<file path="src/rtl/arcade_input_mapper_if.sv">
// Keymap configuration bus for arcade_input_mapper: write strobe, entry index, scan code.
interface arcade_input_mapper_if #(
    parameter int N = 16
) ();
    localparam int IW = $clog2(N);

    logic          cfg_wr;
    logic [IW-1:0] cfg_idx;
    logic [8:0]    cfg_code;

    modport master (output cfg_wr, cfg_idx, cfg_code);
    modport slave  (input  cfg_wr, cfg_idx, cfg_code);
endinterface

</file>
<file path="src/rtl/arcade_input_mapper.sv">
// PS/2 keymap search + joystick merge + SOCD cleaning for arcade cores.
// Optional autofire on button bit 4 when ARCADE_INPUT_AUTOFIRE_EN is defined.
module arcade_input_mapper #(
    parameter int NUM_PLAYERS       = 2,
    parameter int INPUTS_PER_PLAYER = 8
) (
    input  logic                                     clk_sys,
    input  logic                                     reset_n,
    input  logic [10:0]                              ps2_key,
    input  logic [NUM_PLAYERS*INPUTS_PER_PLAYER-1:0] joy_in,
`ifdef ARCADE_INPUT_AUTOFIRE_EN
    input  logic [NUM_PLAYERS-1:0]                   af_enable,
    input  logic [7:0]                               af_period,
    input  logic                                     vsync,
`endif
    arcade_input_mapper_if.slave                     cfg,
    input  logic [1:0]                               socd_mode,
    output logic [NUM_PLAYERS*INPUTS_PER_PLAYER-1:0] btn_out,
    output logic                                     busy,
    output logic                                     ovf
);
    // state  | meaning
    // S_IDLE | no search running, waiting for a ps2_key toggle
    // S_SCAN | walking keymap entries, one per cycle, at idx
    localparam int              N        = NUM_PLAYERS * INPUTS_PER_PLAYER;
    localparam int              IW       = $clog2(N);
    localparam logic [IW:0]     N_LIM    = (IW+1)'(N);
    localparam logic [IW-1:0]   LAST_IDX = IW'(N - 1);

    typedef enum logic {S_IDLE, S_SCAN} state_t;

    state_t        state, state_nx;
    logic [8:0]    keymap [N];
    logic [N-1:0]  kb_state;
    logic          old_toggle;
    logic          ev;
    logic [9:0]    cur_ev, cur_ev_nx;
    logic [9:0]    pend_ev, pend_ev_nx;
    logic          pend_vld, pend_vld_nx;
    logic [IW-1:0] idx, idx_nx;
    logic          ovf_nx;
    logic          hit;

    assign ev   = ps2_key[10] ^ old_toggle;
    assign busy = (state == S_SCAN);
    assign hit  = busy && (keymap[idx] != 9'd0) && (keymap[idx] == cur_ev[8:0]);

    always_ff @(posedge clk_sys or negedge reset_n) begin
        if (!reset_n) begin
            state      <= S_IDLE;
            old_toggle <= 1'b0;
            cur_ev     <= '0;
            pend_ev    <= '0;
            pend_vld   <= 1'b0;
            idx        <= '0;
            ovf        <= 1'b0;
        end else begin
            state      <= state_nx;
            old_toggle <= ps2_key[10];
            cur_ev     <= cur_ev_nx;
            pend_ev    <= pend_ev_nx;
            pend_vld   <= pend_vld_nx;
            idx        <= idx_nx;
            ovf        <= ovf_nx;
        end
    end

    always_comb begin
        state_nx    = state;
        idx_nx      = idx;
        cur_ev_nx   = cur_ev;
        pend_ev_nx  = pend_ev;
        pend_vld_nx = pend_vld;
        ovf_nx      = ovf;
        case (state)
            S_IDLE: begin
                if (ev) begin
                    state_nx  = S_SCAN;
                    idx_nx    = '0;
                    cur_ev_nx = ps2_key[9:0];
                end
            end
            S_SCAN: begin
                if (idx == LAST_IDX) begin
                    // pop the buffer; a same-cycle arrival refills it rather than dropping
                    if (pend_vld) begin
                        idx_nx      = '0;
                        cur_ev_nx   = pend_ev;
                        pend_vld_nx = ev;
                        pend_ev_nx  = ps2_key[9:0];
                    end else if (ev) begin
                        idx_nx    = '0;
                        cur_ev_nx = ps2_key[9:0];
                    end else begin
                        state_nx = S_IDLE;
                    end
                end else begin
                    idx_nx = idx + 1'b1;
                    if (ev) begin
                        if (!pend_vld) begin
                            pend_vld_nx = 1'b1;
                            pend_ev_nx  = ps2_key[9:0];
                        end else begin
                            ovf_nx = 1'b1;
                        end
                    end
                end
            end
            default: state_nx = S_IDLE;
        endcase
    end

    always_ff @(posedge clk_sys or negedge reset_n) begin
        if (!reset_n) begin
            for (int i = 0; i < N; i++) keymap[i] <= 9'd0;
            kb_state <= '0;
        end else begin
            if (cfg.cfg_wr && ({1'b0, cfg.cfg_idx} < N_LIM))
                keymap[cfg.cfg_idx] <= cfg.cfg_code;
            if (hit)
                kb_state[idx] <= cur_ev[9];
        end
    end

    logic [N-1:0] raw;

`ifdef ARCADE_INPUT_AUTOFIRE_EN
    logic       vsync_q;
    logic [7:0] af_cnt;
    logic       af_phase;

    always_ff @(posedge clk_sys or negedge reset_n) begin
        if (!reset_n) begin
            vsync_q  <= 1'b0;
            af_cnt   <= 8'd0;
            af_phase <= 1'b1;
        end else begin
            vsync_q <= vsync;
            if (vsync && !vsync_q) begin
                if (af_period == 8'd0) begin
                    af_cnt   <= 8'd0;
                    af_phase <= 1'b1;
                end else if ((af_cnt + 8'd1) >= af_period) begin
                    af_cnt   <= 8'd0;
                    af_phase <= ~af_phase;
                end else begin
                    af_cnt <= af_cnt + 8'd1;
                end
            end
        end
    end

    always_comb begin
        raw = kb_state | joy_in;
        for (int p = 0; p < NUM_PLAYERS; p++) begin
            if (af_enable[p] && !af_phase)
                raw[p*INPUTS_PER_PLAYER+4] = 1'b0;
        end
    end
`else
    assign raw = kb_state | joy_in;
`endif

    logic [N-1:0]           raw_q;
    logic [N-1:0]           clean;
    logic [NUM_PLAYERS-1:0] lr_left, lr_left_nx;
    logic [NUM_PLAYERS-1:0] ud_up, ud_up_nx;

    // Last-direction tracking runs in every mode so switching to mode 2 is seamless.
    always_comb begin
        clean      = raw;
        lr_left_nx = lr_left;
        ud_up_nx   = ud_up;
        for (int p = 0; p < NUM_PLAYERS; p++) begin
            if (raw[p*INPUTS_PER_PLAYER] && !raw_q[p*INPUTS_PER_PLAYER])
                lr_left_nx[p] = 1'b0;
            else if (raw[p*INPUTS_PER_PLAYER+1] && !raw_q[p*INPUTS_PER_PLAYER+1])
                lr_left_nx[p] = 1'b1;
            if (raw[p*INPUTS_PER_PLAYER+2] && !raw_q[p*INPUTS_PER_PLAYER+2])
                ud_up_nx[p] = 1'b0;
            else if (raw[p*INPUTS_PER_PLAYER+3] && !raw_q[p*INPUTS_PER_PLAYER+3])
                ud_up_nx[p] = 1'b1;
            case (socd_mode)
                2'd1: begin
                    if (raw[p*INPUTS_PER_PLAYER] && raw[p*INPUTS_PER_PLAYER+1]) begin
                        clean[p*INPUTS_PER_PLAYER]   = 1'b0;
                        clean[p*INPUTS_PER_PLAYER+1] = 1'b0;
                    end
                    if (raw[p*INPUTS_PER_PLAYER+2] && raw[p*INPUTS_PER_PLAYER+3]) begin
                        clean[p*INPUTS_PER_PLAYER+2] = 1'b0;
                        clean[p*INPUTS_PER_PLAYER+3] = 1'b0;
                    end
                end
                2'd2: begin
                    if (raw[p*INPUTS_PER_PLAYER] && raw[p*INPUTS_PER_PLAYER+1]) begin
                        clean[p*INPUTS_PER_PLAYER]   = ~lr_left_nx[p];
                        clean[p*INPUTS_PER_PLAYER+1] = lr_left_nx[p];
                    end
                    if (raw[p*INPUTS_PER_PLAYER+2] && raw[p*INPUTS_PER_PLAYER+3]) begin
                        clean[p*INPUTS_PER_PLAYER+2] = ~ud_up_nx[p];
                        clean[p*INPUTS_PER_PLAYER+3] = ud_up_nx[p];
                    end
                end
                default: ;
            endcase
        end
    end

    always_ff @(posedge clk_sys or negedge reset_n) begin
        if (!reset_n) begin
            raw_q   <= '0;
            lr_left <= '0;
            ud_up   <= '0;
            btn_out <= '0;
        end else begin
            raw_q   <= raw;
            lr_left <= lr_left_nx;
            ud_up   <= ud_up_nx;
            btn_out <= clean;
        end
    end
endmodule

</file>
<file path="src/flat_wrapper.sv">
// flat-port wrapper written by rule: the top's interface ports become plain ports
module arcade_input_mapper_flat 
#(
    parameter int NUM_PLAYERS       = 2,
    parameter int INPUTS_PER_PLAYER = 8
)
  (clk_sys, reset_n, ps2_key, joy_in, socd_mode, btn_out, busy, ovf, cfg_cfg_wr, cfg_cfg_idx, cfg_cfg_code);
  arcade_input_mapper_if cfg_i ();
  input  logic clk_sys;
  input  logic reset_n;
  input  logic [10:0] ps2_key;
  input  logic [NUM_PLAYERS*INPUTS_PER_PLAYER-1:0] joy_in;
  input  logic [1:0] socd_mode;
  output logic [NUM_PLAYERS*INPUTS_PER_PLAYER-1:0] btn_out;
  output logic busy;
  output logic ovf;
  input wire logic [$bits(cfg_i.cfg_wr)-1:0] cfg_cfg_wr;
  input wire logic [$bits(cfg_i.cfg_idx)-1:0] cfg_cfg_idx;
  input wire logic [$bits(cfg_i.cfg_code)-1:0] cfg_cfg_code;
  assign cfg_i.cfg_wr = cfg_cfg_wr;
  assign cfg_i.cfg_idx = cfg_cfg_idx;
  assign cfg_i.cfg_code = cfg_cfg_code;
  arcade_input_mapper #(.NUM_PLAYERS(NUM_PLAYERS), .INPUTS_PER_PLAYER(INPUTS_PER_PLAYER)) u_core (.clk_sys(clk_sys), .reset_n(reset_n), .ps2_key(ps2_key), .joy_in(joy_in), .cfg(cfg_i), .socd_mode(socd_mode), .btn_out(btn_out), .busy(busy), .ovf(ovf));
endmodule
</file>
<file path="config.mk">
export PLATFORM = sky130hd
export DESIGN_NAME = arcade_input_mapper_flat
export DESIGN_NICKNAME = d
export VERILOG_FILES = /design/src/rtl/arcade_input_mapper_if.sv /design/src/rtl/arcade_input_mapper.sv /design/src/flat_wrapper.sv
export SDC_FILE = /design/constraint.sdc
export NUM_CORES = 1
export LEC_CHECK = 0
export CORE_UTILIZATION = 55
export CTS_CLUSTER_SIZE = 12
export DETAILED_ROUTE_END_ITERATION = 16
export DONT_BUFFER_PORTS = 1
export PLACE_DENSITY = 0.79
export SYNTH_ARGS = -nofsm -noshare
export SYNTH_HDL_FRONTEND = slang
export SYNTH_SLANG_ARGS = --single-unit
</file>
<file path="constraint.sdc">
create_clock -name clk_sys -period 4.3 [get_ports clk_sys]
set_input_delay 0.215 -clock clk_sys [delete_from_list [all_inputs] [get_ports clk_sys]]
set_output_delay 0.215 -clock clk_sys [all_outputs]
set_load 0.01 [all_outputs]
</file>
* Word-level counts from Yosys, hierarchy flattened
Cells that the tools add are included.
** Word-level totals
- Bits in registers :: 220
- Output and inout port bits :: 18
- Word-level logic and storage cells :: 126
- Bits of input ports :: 45
** Cells by class
- Reduce and logical (&&, ||, !) cells :: 29
- Bitwise operators :: 10
- $add $sub $neg :: 1
- Eq/ne operators :: 7
- Mux-type cells :: 46
- Magnitude comparators :: 5
** Operators with widths (count)
- $bwmux W144 :: 1
- $mux W10 :: 7
- $bmux W9 S4 :: 1
- $demux W9 S4 :: 1
- $mux W9 :: 3
- $pmux W4 S2 :: 3
- $pmux W10 S2 :: 1
- $bwmux W16 :: 1
- $logic_and A1 B1 Y1 :: 16
- $mux W2 :: 8
- $or A16 B16 Y16 :: 1
- $mux W1 :: 15
- $mux W4 :: 3
- $ge A5 B5 Y1 const B :: 2
- $not A4 Y5 :: 2
- $eq A9 B9 Y1 :: 1
- $reduce_bool A9 Y1 :: 1
- $logic_not A1 Y1 :: 8
- $reduce_and A4 Y1 :: 2
- $not A1 Y1 :: 6
- $lt A4 B5 Y1 const B :: 1
- $lt A5 B1 Y1 const B :: 1
- $add A4 B1 Y4 const B :: 1
- $demux W1 S4 :: 1
- other kinds (10) :: 11

* Logic depth before layout (Yosys ltp)
Gate-level depths: netlist of run 1.
- Depth in word-level cells :: 7
- Gate-level depth with buffers :: 11
- Depth with buffers taken out :: 7

* Worst setup path before layout of run 1
OpenSTA, ideal clock, no wires.
- Kind :: reg2reg
- Start :: register u_core.idx[0]
- End :: register u_core.kb_state[5]
- Required time :: 4.175 ns
- Cell stages (with the launch flop) :: 11
- Slack :: 1.566 ns
- Clock period less this slack :: 2.734 ns
- Library setup time :: 0.125 ns
- Path buffers :: 3
- Arrival time :: 2.609 ns
- Cells stage by stage :: dfrtp_1 buf_6 buf_6 mux4_2 a22oi_1 and3_2 xor2_2 nand4_4 buf_6 nor4_2 mux2_4
** Between the ends
- Longest elaborated chain between the ends :: 7
- Elaborated cells on any way between the ends :: 14
- Classes of those cells :: order compare: 2; eq/ne: 1; mux: 6; bitwise: 1; reduce/logical: 4
** RTL lines
- start, declared :: line arcade_input_mapper.sv:40 : logic [IW-1:0] idx, idx_nx;
- start signal, assigned :: line arcade_input_mapper.sv:63 : idx <= idx_nx;
- $not A4 Y5 (not written as such) :: line arcade_input_mapper.sv:46 : assign hit = busy && (keymap[idx] != 9'd0) && (keymap[idx] == cur_ev[8:0]);
- $bmux W9 S4 :: line arcade_input_mapper.sv:46
- $mux W9 (not written as such) (2 in a row) :: line arcade_input_mapper.sv:46
- $reduce_bool A9 Y1 :: line arcade_input_mapper.sv:46
- $logic_and A1 B1 Y1 (2 in a row) :: line arcade_input_mapper.sv:46
- end signal, assigned by index :: line arcade_input_mapper.sv:121 : kb_state[idx] <= cur_ev[9];
- end, declared :: line arcade_input_mapper.sv:34 : logic [N-1:0] kb_state;
Several ways; a longest one is shown, not always the timed one. The select of a mux whose other input is x is not followed.
A chain may end at the register's enable or synchronous reset.

* Final worst setup path of run 1
- Start :: register u_core.idx[1]
- End :: register u_core.kb_state[0]
The elaborated chain is that of the path after synthesis.

==> metrics, run 1 <==
internal cell power=4.79 mW; crit path kind=register to register; syn_area_per_cell=13.0 um2; port bufs=0; antenna viol nets, final=0; WP data arrival=4090 ps; FF/Latch Area=5410 um2; area grow syn2layout=10.9%; relative slew slack=17.0%; Area contributors post-synth=dfrtp_1 52%, mux2_2 17%, mux4_2 4.1%; Max Fclk=271 MHz; die height=139 um; Total Wirelength=23900 um; Vias/cell=6.37; Global Route Usage Sum=25.4%; top cells by count, synth=216 x dfrtp_1, 160 x mux2_2, 59 x nor2_1; synthesized instance count=797; YS warnings=0; total power draw=7.41 mW; Pre-antenna DRT Iters=5; via count=6737; post-synthesis sequential area ratio=52.0%; Final Max Tran Viols=0; Clock Skews=15.6 ps; Sw Ratio=35.3%; chip width=139 um; Combinational Power Share=35.2%; row cnt=49; initial antenna violation count=0; CP Max Fanout=21; Post-synth top flop=dfrtp_1; Post-synth EDFFs=0; CTS root buffer=clkbuf_16; Critical Path End Type=register; CP top delay family=simple AND/OR/NAND/NOR gates; # diodes=0; Psw=2.61 mW; clk sinks=216; hold_ws=-582 ps; failing checks=negative hold slack; Post-DP HPWL=15600 um; layout net count=867; proportion of netlist area held by the largest area contributor=52.0%; pre-CTS setup slack=590 ps; layout cell share with drive strength beyond 1=30.4%; gpl congestion=0.856; CTS Buf Count=23; # hold bufs at CTS=36; htree depth=1; Initial Util=57.1%; Yosys cell types=62; vias in the first global route=7114; Setup violations, final=0; Static Leakage=4.94 nW; worst skew pair latency=510 ps; first-pass GRT wire length=38500 um; io pins=63; critical path startpoint category=register; clock power share=25.9%; CTS tree=yes; fill cell count=1305; #FFs+latches synth=216; DRT iter0 DRCs=522; RSZ-0062 raised after global routing=false; post-CTS setup buffer count=0; synthesized area=10400 um2; GRT overflow=0; crit path cell chain=buf_4, mux4_2, or2_1, o2bb2ai_2, o21bai_4, nor4_4, nor4_1, mux2_2; Synth area leader=dfrtp_1; status=finished, violations left; Final Worst Setup Slack=607 ps; period utilisation layout=85.9%; Mapped Nets=849; pin count of the biggest net entering global routing=217; Largest stage delay, worst path=930 ps; die area=19400 um2; Peak VDD IR=0.311 mV; core area=18200 um2; Final Hold Vio Count=216; min Tclk post-route=3690 ps; reg2reg setup slack=610 ps; most frequent cell after synthesis=dfrtp_1; Slew @ Worst Pin=1240 ps; power density over the cells=643 nW/um2; Multi-input gate area=4600 um2; type of the most critical hold path=primary input to async pin; sequential cell fraction of total power=38.9%; clock slew at reported path FFs=60 ps; # resized after CTS=0; Async S/R FF share, synth=100%; total of max-cap violations=0; buffer and inverter count on the worst path=1; Worst path slowest cell=nor4_4; TNS Setup=0 ps; drc violations=0; drt wl/cell=22.6 um; CTS max path bufs=3; WP data required=4690 ps
==> flip-flops by register name, summed over array words and instances (netlist names) <==
name               cells
u_core.idx             4
u_core.cur_ev         10
u_core.pend_ev        10
u_core.busy            1
u_core.kb_state       16
u_core.old_toggle      1
u_core.keymap        144
u_core.ovf             1
u_core.btn_out        16
u_core.raw_q           8
u_core.ud_up           2
u_core.pend_vld        1
u_core.lr_left         2
==> routing by layer <==
| metal | track usage [%] | vias to the layer above | share of wire [%] | wire length (um) |
|---|---|---|---|---|
| li1 | - | 2967 | - | - |
| met5 | 0 | - | 0 | 0 |
| met4 | 10.0 | 0 | 3.7 | 877 |
| met3 | 3.96 | 65 | 5.5 | 1330 |
| met2 | 44.0 | 244 | 50 | 12100 |
| met1 | 32.0 | 3461 | 40 | 9650 |
==> cells in the final DEF (no fill, tap or decap), types with 7 or more instances in the layout <==
master         netlist  final
a21oi_1             33     33
a22oi_1             13     13
and2_1              13     13
buf_4                5      7
clkbuf_16            0     23
dfrtp_1            216    215
dlygate4sd3_1        0     36
ha_1                 7      7
inv_1               19     19
mux2_1               9      9
mux2_2             160    160
mux2i_1             33     33
mux4_2              19     19
nand2_1             13     13
nand2b_1             7      7
nand3_1              8      8
nor2_1              59     59
nor4_1               8      8
nor4_2              11     11
o2111ai_1           16     16
o21ai_0              9      9
o22ai_1             16     16
or2_2                8      8
==> kinds of logic (layout without fill, tap and decap cells) <==
kind of cell | count (synthesis) | count (layout) | synth area share (%)
mux | 224 | 224 | 26.2
flops | 216 | 216 | 52.0
simple gates | 164 | 164 | 9.12
compound gates | 109 | 109 | 7.24
buf+inv | 70 | 101 | 3.73
fa+ha+maj | 7 | 7 | 0.843
xor+xnor | 7 | 7 | 0.807
==> worst paths after layout <==
check | from | end | cells past startpoint
setup / recovery | u_core.idx[1]$_DFF_PN0_ | u_core.kb_state[0]$_DFFE_PN0P_ | 8
max in group asynchronous | reset_n | u_core.keymap[2]$_DFFE_PN0P_ | 0
min in group clk_sys | ps2_key[10] | u_core.pend_vld$_DFFE_PN0P_ | 3
hold / removal | reset_n | u_core.btn_out[14]$_DFF_PN0_ | 0
setup reg to reg | u_core.idx[1]$_DFF_PN0_ | u_core.kb_state[0]$_DFFE_PN0P_ | 8
hold reg to reg | u_core.kb_state[15]$_DFFE_PN0P_ | u_core.btn_out[15]$_DFF_PN0_ | 1
==> through the flow <==
stage	utilization, %	hold WS, ps	std cells	cell area [um2]
after floorplan	-	-80.6	797	10400
after global placement	57.3	-74.1	983	10400
after detailed placement	57.3	-74.6	983	10400
after CTS	63.3	-612	1057	11500
after global routing	63.3	-607	1057	11500
final	63.3	-582	1057	11500
==> layout make-up <==
type	instances	share of cell area, %
clock buffers	35	5.91
clock inverters	3	0.380
inverters	19	0.619
multi-input cells	511	39.9
flip-flops and latches	216	46.9
well taps	229	2.49
repair buffers	44	3.76
==> power by group through the flow <==
stage          clock (mW)  combinational, mW  sequential [mW]
2_1_floorplan           0               2.21             2.70
3_3_place_gp            0               2.42             2.87
3_5_place_dp            0               2.53             2.90
4_1_cts              1.94               2.58             2.88
5_1_grt              2.02               2.80             2.94
6_report             1.92               2.61             2.88
Power figures use the tool's default switching activity.
==> run 2: changes to the inputs <==
--- a/config.mk
+++ b/config.mk
@@ -5,6 +5,7 @@
 export SDC_FILE = /design/constraint.sdc
 export NUM_CORES = 1
 export LEC_CHECK = 0
+export ABC_AREA = 1
 export CORE_UTILIZATION = 55
 export CTS_CLUSTER_SIZE = 12
 export DETAILED_ROUTE_END_ITERATION = 16
==> run 2 against run 1 <==
The flow still finishes with violations (negative hold slack). Final cell count up 53%. Power increased by 0.24%. Core utilization shrank 1.6 points. Clock skew fell by 6.9 ps. Sequential share of layout area is 0.087 points lower. Global-route usage increased by 1.3 points. Final area grew 0.18%. Non-clock buffer count shrank 5. Sequential power about the same. Via count increased by 31%. Die area is 1.3% higher.
==> metrics, run 2 <==
period utilisation layout=73.9% (-12 points); htree depth=1 (unchanged); chip width=140 um (+0.66%); first-pass GRT wire length=42100 um (+9.2%); pin count of the biggest net entering global routing=217 (unchanged); leading cell type in the layout, fill and taps excluded=nand2_1; Async S/R FF share, synth=100% (unchanged); critical path startpoint category=register; Total Wirelength=25500 um (+6.4%); TNS Setup=0 ps (unchanged); fill cell count=1532 (+17%); Final Instance Area=11500 um2 (+0.18%); worst skew pair latency=520 ps (about the same); drt wl/cell=15.7 um (-31%); Critical Path End Type=register; Post-synth EDFFs=0 (unchanged); CTS max path bufs=3 (unchanged); total power draw=7.43 mW (+0.24%); most frequent cells in the layout=490 x nand2_1, 215 x dfrtp_1, 190 x inv_1; Final Worst Setup Slack=1120 ps (+516 ps); dpl cells=1545 (+57%); clock slew at reported path FFs=60 ps (about the same); RSZ-0062 raised after global routing=false; Vias/cell=5.43 (-15%); Slew @ Worst Pin=1250 ps (+8.34 ps); CTS tree=yes; status=finished, violations left; layout cell share with drive strength beyond 1=4.91% (-26 points); initial antenna violation count=0 (unchanged); vias in the first global route=8567 (+20%); clk sinks=216 (unchanged); Mapped Nets=1424 (+68%); relative slew slack=16.4% (-0.56 points); io pins=63 (unchanged); row cnt=50 (+2.0%); CTS root buffer=clkbuf_16; power density over the cells=644 nW/um2 (about the same); CP Max Fanout=85 (+300%); Peak VDD IR=0.345 mV (+11%); WP data arrival=3590 ps (-500 ps); Initial Util=56.3% (-0.77 points); # diodes=0 (unchanged); failing checks=negative hold slack; antenna viol nets, final=0 (unchanged); DRT iter0 DRCs=777 (+49%); port bufs=0 (unchanged); Final Max Tran Viols=0 (unchanged); drc violations=0 (unchanged); die height=140 um (+0.66%); proportion of netlist area held by the largest area contributor=51.3% (-0.69 points); most flop-heavy register=u_core.keymap; Multi-input gate area=4020 um2 (-13%); FF/Latch Area=5410 um2 (unchanged); min Tclk post-route=3180 ps (-516 ps); die area=19700 um2 (+1.3%); layout net count=1424 (+64%); #FFs+latches synth=216 (unchanged); total of max-cap violations=0 (unchanged); hold_ws=-599 ps (-17.0 ps); Global Route Usage Sum=26.7% (+1.3 points); CTS Buf Count=23 (unchanged); Synth area leader=dfrtp_1; YS warnings=0 (unchanged); CP startpoint=u_core.idx[0]$_DFF_PN0_; WP data required=4710 ps (+20 ps); syn_area_per_cell=7.67 um2 (-41%); Setup violations, final=0 (unchanged); core area=18700 um2 (+2.7%); FF-to-FF Start=u_core.idx[0]$_DFF_PN0_; synthesized area=10500 um2 (+1.3%); max FFs per register=144 (unchanged); via count=8796 (+31%); Static Leakage=6.05 nW (+23%); most frequent cell after synthesis=nand2_1; GRT overflow=0 (unchanged); area grow syn2layout=9.59%; gpl congestion=0.845 (-1.3%); post-CTS setup buffer count=0 (unchanged); Cell Count, Final, Fillers Out=1619 (+53%); Largest regs=u_core.keymap x144, u_core.btn_out x16, u_core.kb_state x16; Final Hold Vio Count=216 (unchanged); # hold bufs at CTS=36 (unchanged); Placed Area=10500 um2 (+0.44%); pre-CTS setup slack=1260 ps (+672 ps); Pre-antenna DRT Iters=6 (+1); synthesized instance count=1372 (+72%); Area contributors post-synth=dfrtp_1 51%, nand2_1 17%, o21ai_0 7.7%; Post-synth top flop=dfrtp_1; Clock Skews=8.74 ps (-6.86 ps); top cells by count, synth=490 x nand2_1, 216 x dfrtp_1, 190 x inv_1; type of the most critical hold path=primary input to async pin; Yosys cell types=30 (-52%); post-synthesis sequential area ratio=51.3% (-0.69 points); Max Fclk=315 MHz (+16%); Post-DP HPWL=15200 um (-2.7%); reg2reg setup slack=1120 ps (+520 ps); crit path kind=register to register
==> run 2: worst paths after layout <==
check                                                 end  cells past startpoint
min                             u_core.raw_q[1]$_DFF_PN0_                      0
min in group clk_sys         u_core.cur_ev[5]$_DFFE_PN0P_                      4
max                        u_core.kb_state[9]$_DFFE_PN0P_                     14
min reg2reg                  u_core.btn_out[13]$_DFF_PN0_                      1
max in group asynchronous  u_core.keymap[109]$_DFFE_PN0P_                      0
max reg2reg                u_core.kb_state[9]$_DFFE_PN0P_                     14
==> run 2: metal layers <==
| layer | GRT usage (%) | part of all wire (%) | up-vias | routed length, um |
|---|---|---|---|---|
| met3 | 4.65 | 7.4 | 46 | 1890 |
| li1 | - | - | 4250 | - |
| met4 | 8.85 | 2.7 | 0 | 682 |
| met5 | 0 | 0 | - | 0 |
| met1 | 35.2 | 42 | 4188 | 10700 |
| met2 | 44.9 | 48 | 312 | 12200 |
==> run 2: where the power goes <==
part,leakage (nW),internal [mW],switching [mW]
logic,3.02,0.891,1.81
clock network,0.346,1.08,0.781
registers,2.69,2.55,0.311
total,6.05,4.53,2.90
==> run 2: cells by family after synthesis <==
kind of cell,synth area share (%)
AOI/OAI and AO/OA,10.5
adders and majority gates,0.832
buffers and inverters,10.5
DFF,51.3
muxes,1.07
and+or+nand+nor,25.7
==> run 2: per-stage QoR <==
stage / hold slack, ps / util, %
floorplan: -80.6 / -
global placement: -70.9 / 56.0
detailed placement: -74.2 / 56.0
CTS: -612 / 61.7
global route: -620 / 61.7
finish: -599 / 61.7
==> run 2: area by class of cell <==
type / count / share of cell area (%)
Multi-Input combinational cell: 898 / 34.8
Tap cell: 234 / 2.54
Clock inverter: 3 / 0.163
Inverter: 194 / 6.31
Sequential cell: 216 / 46.9
Clock buffer: 35 / 5.90
Timing Repair Buffer: 39 / 3.43
==> run 2: critical path: stages, from the launching register on <==
cell	delay, ps
dfrtp_2	370
buf_4	700
o21ai_0	200
o21ai_1	280
nand2_1	80
nand2_1	110
nor2_1	70
nand2_1	50
nand2_1	50
nor2_1	130
nand2_1	110
nor2_4	510
nand4_1	190
nand2_1	110
inv_1	40
==> run 2: timing repair <==
action / 4_1_cts / 5_1_grt
endpoints found under the setup margin: 0 / 0
hold endpoints to repair: 274 / 216
resized for setup: 0 / 0
==> run 3: changes to the inputs <==
--- a/config.mk
+++ b/config.mk
@@ -10,7 +10,7 @@
 export CTS_CLUSTER_SIZE = 12
 export DETAILED_ROUTE_END_ITERATION = 16
 export DONT_BUFFER_PORTS = 1
-export PLACE_DENSITY = 0.79
+export PLACE_DENSITY = 0.82
 export SYNTH_ARGS = -nofsm -noshare
 export SYNTH_HDL_FRONTEND = slang
 export SYNTH_SLANG_ARGS = --single-unit
==> constraint.sdc (replaced) <==
create_clock -name clk_sys -period 2.6 [get_ports clk_sys]
set_input_delay 0.13 -clock clk_sys [delete_from_list [all_inputs] [get_ports clk_sys]]
set_output_delay 0.13 -clock clk_sys [all_outputs]
set_load 0.01 [all_outputs]
==> run 3 against run 2 <==
The flow still finishes with violations (negative hold slack). Wire length is 1.1% lower. Sequential power is 67% higher. Die area stayed put. Register-to-register slack worse by 890 ps. Non-clock buffer count is 16 higher. Final area is 2.1% higher. Power is 72% higher. Clock power is 73% higher. Largest cell class unchanged. Largest power group unchanged.
==> metrics, run 3 (synthesis results as in run 2) <==
status=finished, violations left; failing checks=negative hold slack; CP Max Fanout=43 (-49%); Final Instance Area=11800 um2 (+2.1%); Global Route Usage Sum=26.3% (-0.40 points); most frequent cells in the layout=489 x nand2_1, 215 x dfrtp_1, 190 x inv_1; critical path startpoint category=register; worst skew pair latency=520 ps (about the same); via count=8839 (+0.49%); most flop-heavy register=u_core.keymap; period utilisation layout=91.0% (+17 points); Pre-antenna DRT Iters=6 (unchanged); Clock Skews=23.0 ps (+14.2 ps); pin count of the biggest net entering global routing=217 (unchanged); Static Leakage=6.18 nW (+2.1%); CTS Buf Count=24 (+4.3%); max FFs per register=144 (unchanged); Final Max Tran Viols=0 (unchanged); crit path cell chain=buf_16, ha_1, inv_1, nor2_1, inv_1, ha_1, nand2_2, mux2_2; layout net count=1441 (+1.2%); vias in the first global route=8401 (-1.9%); TNS Setup=0 ps (unchanged); dpl cells=1558 (+0.84%); gpl congestion=0.862 (+1.9%); row cnt=50 (unchanged); drt wl/cell=15.4 um (-2.2%); buffer and inverter count on the worst path=3 (+1); type of the most critical hold path=primary input to async pin; Largest regs=u_core.keymap x144, u_core.btn_out x16, u_core.kb_state x16; initial antenna violation count=0 (unchanged); # diodes=0 (unchanged); Peak VDD IR=0.562 mV (+63%); Placed Area=10600 um2 (+1.3%); relative slew slack=50.5% (+34 points); WP data required=3000 ps (-1710 ps); CP top delay family=flip-flops; Cell Count, Final, Fillers Out=1638 (+1.2%); Critical Path End Type=register; CTS tree=yes; die height=140 um (unchanged); power density over the cells=1080 nW/um2 (+68%); final core occ=63.0% (+1.3 points); leading cell type in the layout, fill and taps excluded=nand2_1; Largest stage delay, worst path=510 ps (-190 ps); Worst path slowest cell=dfrtp_2; Max Fclk=423 MHz (+34%); clk sinks=216 (unchanged); die area=19700 um2 (unchanged); drc violations=0 (unchanged); clock slew at reported path FFs=60 ps (about the same); GRT overflow=0 (unchanged); Setup violations, final=0 (unchanged); hold_ws=-689 ps (-89.3 ps); min Tclk post-route=2360 ps (-812 ps); total of max-cap violations=0 (unchanged); WP data arrival=2770 ps (-820 ps); layout cell share with drive strength beyond 1=6.27% (+1.4 points); CTS root buffer=clkbuf_16; io pins=63 (unchanged); chip width=140 um (unchanged); fill cell count=1515 (-1.1%); core area=18700 um2 (unchanged); Post-DP HPWL=15100 um (-0.53%); DRT iter0 DRCs=808 (+4.0%); CTS max path bufs=3 (unchanged); crit path kind=register to register; port bufs=0 (unchanged); Final Hold Vio Count=216 (unchanged); first-pass GRT wire length=41400 um (-1.5%); Vias/cell=5.40 (-0.68%); Total Wirelength=25200 um (-1.1%); htree depth=1 (unchanged); # hold bufs at CTS=36 (unchanged); RSZ-0062 raised after global routing=false; Slew @ Worst Pin=737 ps (-512 ps); antenna viol nets, final=0 (unchanged); area grow syn2layout=11.9%; Initial Util=56.3% (unchanged)
-- run 3: changes by cell type in the layout (fill, tap and decap cells not counted), moves of 2 or more --
| cell | previous run | this run |
|---|---|---|
| clkbuf_16 | 23 | 26 |
| inv_2 | 3 | 1 |
| buf_12 | 1 | 3 |
| buf_4 | 2 | 14 |
-- run 3: what timing repair did --
action / in CTS / in global routing
endpoints found under the hold margin: 280 / 216
setup endpoints to repair: 0 / 26
setup buffers: 0 / 2
gates resized for setup: 0 / 7
-- run 3: worst reg2reg max path: cells and delay by family (launching register included) --
family / cells / cell delay (ps)
AND/OR/NAND/NOR: 2 / 390
multiplexers: 1 / 380
buffers and inverters: 3 / 470
adder cells (fa/ha/maj): 2 / 500
flip-flops: 1 / 510
-- run 3: final timing paths --
check / start / endpoint / slack [ps] / cells past startpoint
worst min-delay path: reset_n / u_core.raw_q[3]$_DFF_PN0_ / -690 / 0
worst max register to register: u_core.idx[0]$_DFF_PN0_ / u_core.pend_ev[5]$_DFFE_PN0P_ / 240 / 8
worst min register to register: u_core.kb_state[4]$_DFFE_PN0P_ / u_core.btn_out[4]$_DFF_PN0_ / 470 / 1
worst max-delay path: u_core.idx[0]$_DFF_PN0_ / u_core.pend_ev[5]$_DFFE_PN0P_ / 240 / 8
min in group clk_sys: cfg_cfg_code[3] / u_core.keymap[48]$_DFFE_PN0P_ / 40 / 2
max in group asynchronous: reset_n / u_core.keymap[22]$_DFFE_PN0P_ / 2870 / 0
-- run 3: area by class of cell --
class	count	area [um2]	share of cell area, %
Tap cell	234	293	2.48
Clock inverter	5	31.3	0.265
Inverter	194	738	6.27
Clock buffer	36	717	6.08
Timing Repair Buffer	55	578	4.91
Sequential cell	216	5410	45.9
Multi-Input combinational cell	898	4020	34.1
-- run 3: power breakdown --
group	total, mW	switching, mW	internal (mW)	leakage (nW)
clock network	3.22	1.33	1.89	0.368
logic	4.77	3.03	1.74	3.12
registers	4.77	0.549	4.22	2.69
total	12.8	4.91	7.86	6.18
-- run 3: per-layer routing --
layer / wire length (um) / GRT usage [%]
met1: 10500 / 33.7
met5: 0 / 0
met4: 806 / 11.5
met2: 12000 / 43.9
met3: 1860 / 4.85
-- run 3: stage by stage --
| step | setup slack, ps | hold WS (ps) | power [mW] |
|---|---|---|---|
| after floorplan | 639 | -166 | 8.32 |
| after global placement | 165 | -155 | 9.14 |
| after detailed placement | 114 | -157 | 9.30 |
| after CTS | 83.9 | -702 | 12.6 |
| after global routing | 13.6 | -704 | 13.6 |
| final | 235 | -689 | 12.8 |
